`src/rtl/time_base_counter.sv`:
```
// time_base_counter: 1 Hz time-of-day source. Divides CLK_50 down to a second
// boundary and keeps hour/minute/second in binary, with a user time load and a
// pause. Optional feature macro: HOURLY_CHIME_EN (adds the one-cycle chime
// output on each counting rollover to the top of the hour).
// CLK_FREQ_HZ must be at least 2 so the square-wave half point exists.
module time_base_counter #(
    parameter int unsigned CLK_FREQ_HZ   = 50_000_000,
    parameter int unsigned HOURS_PER_DAY = 24
) (
    input  logic       CLK_50,
    input  logic       rst,
    input  logic       time_set,
    input  logic [5:0] hour_set,
    input  logic [5:0] minute_set,
    input  logic [5:0] second_set,
    input  logic       pause,
    output logic [5:0] hour,
    output logic [5:0] minute,
    output logic [5:0] second,
    output logic       one_second_clk,
    output logic       tick_1hz,
    output logic       day_wrap,
`ifdef HOURLY_CHIME_EN
    output logic       chime,
`endif
    output logic       set_err
);

    localparam int unsigned DIV_W  = (CLK_FREQ_HZ > 2) ? $clog2(CLK_FREQ_HZ) : 1;
    localparam int unsigned TIME_W = 6;
    localparam logic [DIV_W-1:0]  DIV_TERM = DIV_W'(CLK_FREQ_HZ - 1);
    localparam logic [DIV_W-1:0]  DIV_HALF = DIV_W'(CLK_FREQ_HZ / 2 - 1);
    localparam logic [TIME_W-1:0] HOUR_MAX = TIME_W'(HOURS_PER_DAY - 1);
    localparam logic [TIME_W-1:0] MS_MAX   = TIME_W'(59);

    logic [DIV_W-1:0]  div_cnt_q, div_cnt_d;
    logic [TIME_W-1:0] hour_q, hour_d;
    logic [TIME_W-1:0] minute_q, minute_d;
    logic [TIME_W-1:0] second_q, second_d;
    logic              osc_q, osc_d;
    logic              tick_q, tick_d;
    logic              wrap_q, wrap_d;
    logic              err_q, err_d;
`ifdef HOURLY_CHIME_EN
    logic              chime_q, chime_d;
`endif

    logic set_valid_c;
    logic sec_last_c, min_last_c, hour_last_c;

    assign set_valid_c = (hour_set <= HOUR_MAX) && (minute_set <= MS_MAX)
                         && (second_set <= MS_MAX);
    assign sec_last_c  = (second_q == MS_MAX);
    assign min_last_c  = (minute_q == MS_MAX);
    assign hour_last_c = (hour_q == HOUR_MAX);

    // Next-state: load beats pause beats counting; pulses default low.
    always_comb begin
        div_cnt_d = div_cnt_q;
        hour_d    = hour_q;
        minute_d  = minute_q;
        second_d  = second_q;
        osc_d     = osc_q;
        tick_d    = 1'b0;
        wrap_d    = 1'b0;
        err_d     = 1'b0;
`ifdef HOURLY_CHIME_EN
        chime_d   = 1'b0;
`endif
        if (time_set) begin
            if (set_valid_c) begin
                hour_d    = hour_set;
                minute_d  = minute_set;
                second_d  = second_set;
                div_cnt_d = '0;
                osc_d     = 1'b0;
            end else begin
                err_d = 1'b1;
            end
        end else if (!pause) begin
            if (div_cnt_q == DIV_TERM) begin
                div_cnt_d = '0;
                tick_d    = 1'b1;
                osc_d     = 1'b1;
                wrap_d    = sec_last_c && min_last_c && hour_last_c;
`ifdef HOURLY_CHIME_EN
                chime_d   = sec_last_c && min_last_c;
`endif
                if (sec_last_c) begin
                    second_d = '0;
                    if (min_last_c) begin
                        minute_d = '0;
                        hour_d   = hour_last_c ? '0 : hour_q + TIME_W'(1);
                    end else begin
                        minute_d = minute_q + TIME_W'(1);
                    end
                end else begin
                    second_d = second_q + TIME_W'(1);
                end
            end else begin
                div_cnt_d = div_cnt_q + DIV_W'(1);
                if (div_cnt_q == DIV_HALF) begin
                    osc_d = 1'b0;
                end
            end
        end
    end

    // State registers with synchronous reset.
    always_ff @(posedge CLK_50) begin
        if (rst) begin
            div_cnt_q <= '0;
            hour_q    <= '0;
            minute_q  <= '0;
            second_q  <= '0;
            osc_q     <= 1'b0;
            tick_q    <= 1'b0;
            wrap_q    <= 1'b0;
            err_q     <= 1'b0;
`ifdef HOURLY_CHIME_EN
            chime_q   <= 1'b0;
`endif
        end else begin
            div_cnt_q <= div_cnt_d;
            hour_q    <= hour_d;
            minute_q  <= minute_d;
            second_q  <= second_d;
            osc_q     <= osc_d;
            tick_q    <= tick_d;
            wrap_q    <= wrap_d;
            err_q     <= err_d;
`ifdef HOURLY_CHIME_EN
            chime_q   <= chime_d;
`endif
        end
    end

    assign hour           = hour_q;
    assign minute         = minute_q;
    assign second         = second_q;
    assign one_second_clk = osc_q;
    assign tick_1hz       = tick_q;
    assign day_wrap       = wrap_q;
    assign set_err        = err_q;
`ifdef HOURLY_CHIME_EN
    assign chime          = chime_q;
`endif

endmodule

```
`config.mk`:
```
export PLATFORM = sky130hd
export DESIGN_NAME = time_base_counter
export DESIGN_NICKNAME = d
export VERILOG_FILES = /design/src/rtl/time_base_counter.sv
export SDC_FILE = /design/constraint.sdc
export NUM_CORES = 1
export LEC_CHECK = 0
export BUFFER_PORTS_ARGS = -buffer_cell sky130_fd_sc_hd__buf_2
export CAP_MARGIN = 20
export CORE_UTILIZATION = 40
export CTS_CLUSTER_SIZE = 25
export DETAILED_ROUTE_END_ITERATION = 12
export PLACE_DENSITY = 0.71
export SYNTH_ARGS = -nofsm -noshare
export SYNTH_HDL_FRONTEND = slang
export SYNTH_SLANG_ARGS = --single-unit
```
`constraint.sdc`:
```
create_clock -name CLK_50 -period 2.81 [get_ports CLK_50]
set_clock_uncertainty 0.1 [all_clocks]
set_input_delay 0.281 -clock CLK_50 [delete_from_list [all_inputs] [get_ports CLK_50]]
set_output_delay 0.281 -clock CLK_50 [all_outputs]
set_load 0.02 [all_outputs]
```
### After elaboration in Yosys (flattened, before gate mapping)

Index checks and enable logic that the tools add are counted.

* muxes and demuxes: 29
* equal/unequal tests: 7
* reduce and logical (&&, ||, !) cells: 16
* bitwise operators: 2
* add/sub/neg operators: 4
* magnitude comparators: 3

Operator list (count)
* $mux W6: 18
* $mux W26: 4
* $add A26 B1 Y26 const B: 1
* $eq A26 B25 Y1 const B: 1
* $eq A26 B26 Y1 const B: 1
* $add A6 B1 Y6 const B: 3
* $eq A6 B6 Y1 const B: 2
* $le A6 B6 Y1 const B: 2
* $mux W1: 7
* $eq A6 B5 Y1 const B: 1
* $le A6 B5 Y1 const B: 1
* $reduce_and A3 Y1: 2
* $reduce_bool A2 Y1: 3
* $reduce_and A5 Y1: 1
* $logic_and A1 B1 Y1: 4
* $reduce_and A4 Y1: 1
* $reduce_or A4 Y1: 1
* $reduce_bool A3 Y1: 1
* $reduce_or A3 Y1: 1
* $ne A2 B1 Y1 const B: 1
* $ne A2 B2 Y1 const B: 1
* $not A1 Y1: 2
* $reduce_and A2 Y1: 1
* $reduce_or A2 Y1: 1

* bits of input ports: 22
* register bits: 48

### Longest topological paths before layout

* depth after elaboration: 7
* mapped depth: 7

### Least setup slack after synthesis

OpenSTA, ideal clock, no wires.

* kind: reg2reg
* from: register minute_q[0] (netlist: minute[0])
* to: register hour_q[3] (netlist: hour[3])
* path slack: 0.570 ns
* data arrival time: 2.006 ns
* period minus slack after synthesis: 2.240 ns
* buffers on the path: 0
* required time: 2.576 ns
* cell stages (with the launch flop): 7
* cell sequence: dfxtp_1 ha_1 or2b_1 or2_1 o41a_1 o311ai_0 o31ai_1

* longest elaborated chain between the ends: 3

Ends and longest elaborated chain
* from (decl): RTL line 38 `logic [TIME_W-1:0] minute_q, minute_d;`
* from (signal assigned): RTL line 126 `minute_q <= minute_d;`
* $eq A6 B6 Y1: RTL line 54 `assign min_last_c = (minute_q == MS_MAX);`
* $reduce_bool A2 Y1 (no line)
* $reduce_and A5 Y1 (no line)
* to (signal assigned): RTL line 125 `hour_q <= hour_d;`
* to (decl): RTL line 37 `logic [TIME_W-1:0] hour_q, hour_d;`

No other way between the ends.
A chain may end at the register's enable or synchronous reset.

### Worst setup path after layout

Same ends and word-level chain as after synthesis.

==> run summary <==
max capacitance violation total = 0
M1 GR Usage = 0.251
Multi-input gate area = 1700 um^2
Buf/Inv on CP = 0
DRC violations left = 0
Top Usage Layer GRT = met2
GRT met3 Usage = 0.0360
drt pass-1 iters = 4
P_sw = 0.364 mW
vias per std cell = 5.94
maximum vdd drop = 0.173 mV
number of synthesized flops with an enable pin = 0
post-synthesis simple-gate area fraction = 0.313
via count = 2,654
first-pass GRT wire length = 11.3 mm
Starting Density = 0.411
Die Span Y = 85.3 um
CP cell instances = ha_1, or2b_1, or2_1, o41a_1, o311ai_0, o31ai_1
largest family of logic cells by synthesized area = simple AND/OR/NAND/NOR gates
Power Density = 419 nW/um^2
PortBufs = 43
Netlist cell types = 66
Startpoint Class = flip-flop
mux share of post-synthesis cell area = 0.00360
final hold vios = 0
max incr delay on CP = 0.40 ns
Total Routing Usage GR = 0.192
DR WL/cell = 15.2 um
Iter 0 DRT Violations = 146
sequential share of power = 0.541
worst hold path type = primary input to flip-flop
die span in x = 85.3 um
number of global-route vias before repair = 2,362
Synth Area in XOR/XNOR = 0.0757
hold_buf cts = 0
Area Overhead vs Synth = 13.5%
fillers = 681
leakage power = 1.13 nW
Detail Placement HPWL = 4.93 mm
register bit total from synthesis = 48
Seq/Total Area, Yosys = 0.346
status = finished, final reports clean
Setup TNS = 0 ns
Int Pwr = 0.957 mW
gr ovfl total = 0
diode count = 0
CTS tree = done
Clk network pwr share = 0.332
Slew Limit Headroom = 0.568
ratio of cells with drive above 1 in the final layout = 0.202
CP max FO = 5
die area = 7280 um^2
H-Tree Depth = 2
type of the worst setup path = flip-flop to flip-flop
Worst Max-Slew Pin Slew = 0.646 ns
Clock Latency Late Sink = 0.30 ns
mean post-synth cell area = 8.44 um^2
Comb pwr share = 0.127
slowest stage cell, crit path = dfxtp_1
cts repair resizes = 0
final WL = 6.79 mm
CP required = 2.89 ns
post-synthesis adder-cell area fraction = 0.0180
Worst Path Arrival = 2.41 ns
GPL Wtd Cong = 0.834
Clock Pin Slew Worst Setup and Hold Paths = 0.10 ns
CORE AREA = 6760 um^2
Yosys warnings = 0
largest net degree at the start of global routing = 27
max-slew violations = 0
TritonCTS Sinks = 48
Setup-failing EPs final = 0
Mapped Nets = 355
flip-flop and latch area = 961 um^2
initial antenna violation count = 0
critical path's top delay family = compound AO/OA/AOI/OAI gates
I/O Pins = 44
Cells after Synth = 329
Rows = 30
CTS root buf = clkbuf_8
fin crit share = 0.830
most frequent cells in the layout = 48 x dfxtp_1, 43 x buf_2, 42 x nor2_1, 18 x nand3_1, 17 x nand4_1
Synth Area in Compound Gates = 0.201
clock tree buffer depth = 2
ys flop type = dfxtp_1
Post-CTS Setup Repair Bufs = 0
Sw Share = 0.275
RSZ-0062 raised after global routing = false
Mapped Area = 2780 um^2
asr flop ratio synth = 0
Tmin final = 2.33 ns
Critical Path End Type = flip-flop
most common cell after layout, fill and taps aside = dfxtp_1
maximum clock rate = 0.429 GHz
CTS Buf Count = 5
NumNets Final = 392
Final ANT Viol Nets = 0
GR Util met2 = 0.320
Total Power = 1.32 mW
## per-layer routing
metal	routed length, um	vias up	part of all wire
li1	-	1313	-
met4	55	0	0.0081
met3	292	6	0.043
met2	3280	78	0.48
met5	0	-	0
met1	3170	1257	0.47
## per-stage QoR
stage / area, um^2 / utilization / instances / hold WS, ns / setup WS (ns)
after floorplan: 2780 / - / 329 / 0.354 / 0.570
after global placement: 3060 / 0.452 / 439 / 0.383 / 0.568
after detailed placement: 3060 / 0.452 / 439 / 0.389 / 0.530
after CTS: 3150 / 0.466 / 447 / 0.168 / 0.507
after global routing: 3150 / 0.466 / 447 / 0.182 / 0.349
final: 3150 / 0.466 / 447 / 0.175 / 0.477
## path summary, 6_finish.rpt
kind / end / startpoint / cells past startpoint / slack (ns)
max: hour[3]$_SDFFE_PP0P_ / minute[0]$_SDFFE_PP0P_ / 6 / 0.48
min: minute[3]$_SDFFE_PP0P_ / minute_set[3] / 3 / 0.17
max reg2reg: hour[3]$_SDFFE_PP0P_ / minute[0]$_SDFFE_PP0P_ / 6 / 0.48
min reg2reg: second[1]$_SDFFE_PP0P_ / second[1]$_SDFFE_PP0P_ / 2 / 0.40
## logic make-up (layout without fill, tap and decap cells)
| family | after synthesis | after routing |
|---|---|---|
| AO/OA/AOI/OAI | 76 | 76 |
| XOR/XNOR | 24 | 24 |
| AND/OR/NAND/NOR | 148 | 148 |
| flip-flops | 48 | 48 |
| multiplexers | 1 | 1 |
| buffers and inverters | 28 | 66 |
| adder cells (fa/ha/maj) | 4 | 4 |
## power groups by stage
stage	Clock [mW]	Sequential (mW)	Combinational, mW
final	0.439	0.714	0.168
after global routing	0.479	0.717	0.185
after CTS	0.450	0.713	0.168
after detailed placement	0	0.729	0.168
after global placement	0	0.728	0.166
after floorplan	0	0.741	0.0970
## cell type report
type / instances / area share
clock buffers: 6 / 0.0262
clock inverters: 2 / 0.00437
inverters: 10 / 0.0119
multi-input cells: 253 / 0.541
flip-flops and latches: 48 / 0.305
well taps: 80 / 0.0318
repair buffers: 48 / 0.0802
## synthesized netlist by cell type, types with 2 or more instances
cell,n,share of area
a211oi_1,3,0.0081
a21oi_1,13,0.023
a22oi_1,5,0.014
a311oi_1,5,0.016
a31oi_1,4,0.0090
and2_1,2,0.0045
and3_1,3,0.0068
and4_1,3,0.0095
and4b_1,2,0.0072
buf_1,2,0.0027
buf_2,6,0.011
clkbuf_1,9,0.012
dfxtp_1,48,0.35
ha_1,4,0.018
inv_1,9,0.012
nand2_1,16,0.022
nand2b_1,2,0.0045
nand3_1,18,0.032
nand4_1,17,0.038
nor2_1,42,0.057
nor3_1,8,0.014
nor3b_1,2,0.0054
nor4_1,8,0.018
nor4_4,2,0.015
nor4b_1,2,0.0063
o211ai_1,4,0.011
o21ai_0,15,0.027
o21ai_1,2,0.0036
o31a_1,2,0.0063
o31ai_1,6,0.016
or2_2,2,0.0045
or3_1,7,0.016
xnor2_1,15,0.047
xor2_1,9,0.028
## sequential cells by signal, indices dropped and copies added (netlist names)
register,flops
div_cnt_q,26
hour,6
minute,6
second,6
day_wrap,1
one_second_clk,1
set_err,1
tick_1hz,1
## worst min-delay path, stage by stage
cell     delay (ns)
buf_2          0.10
a32oi_1        0.05
a31oi_1        0.12
Note: power is estimated with default switching activity, not from simulation.
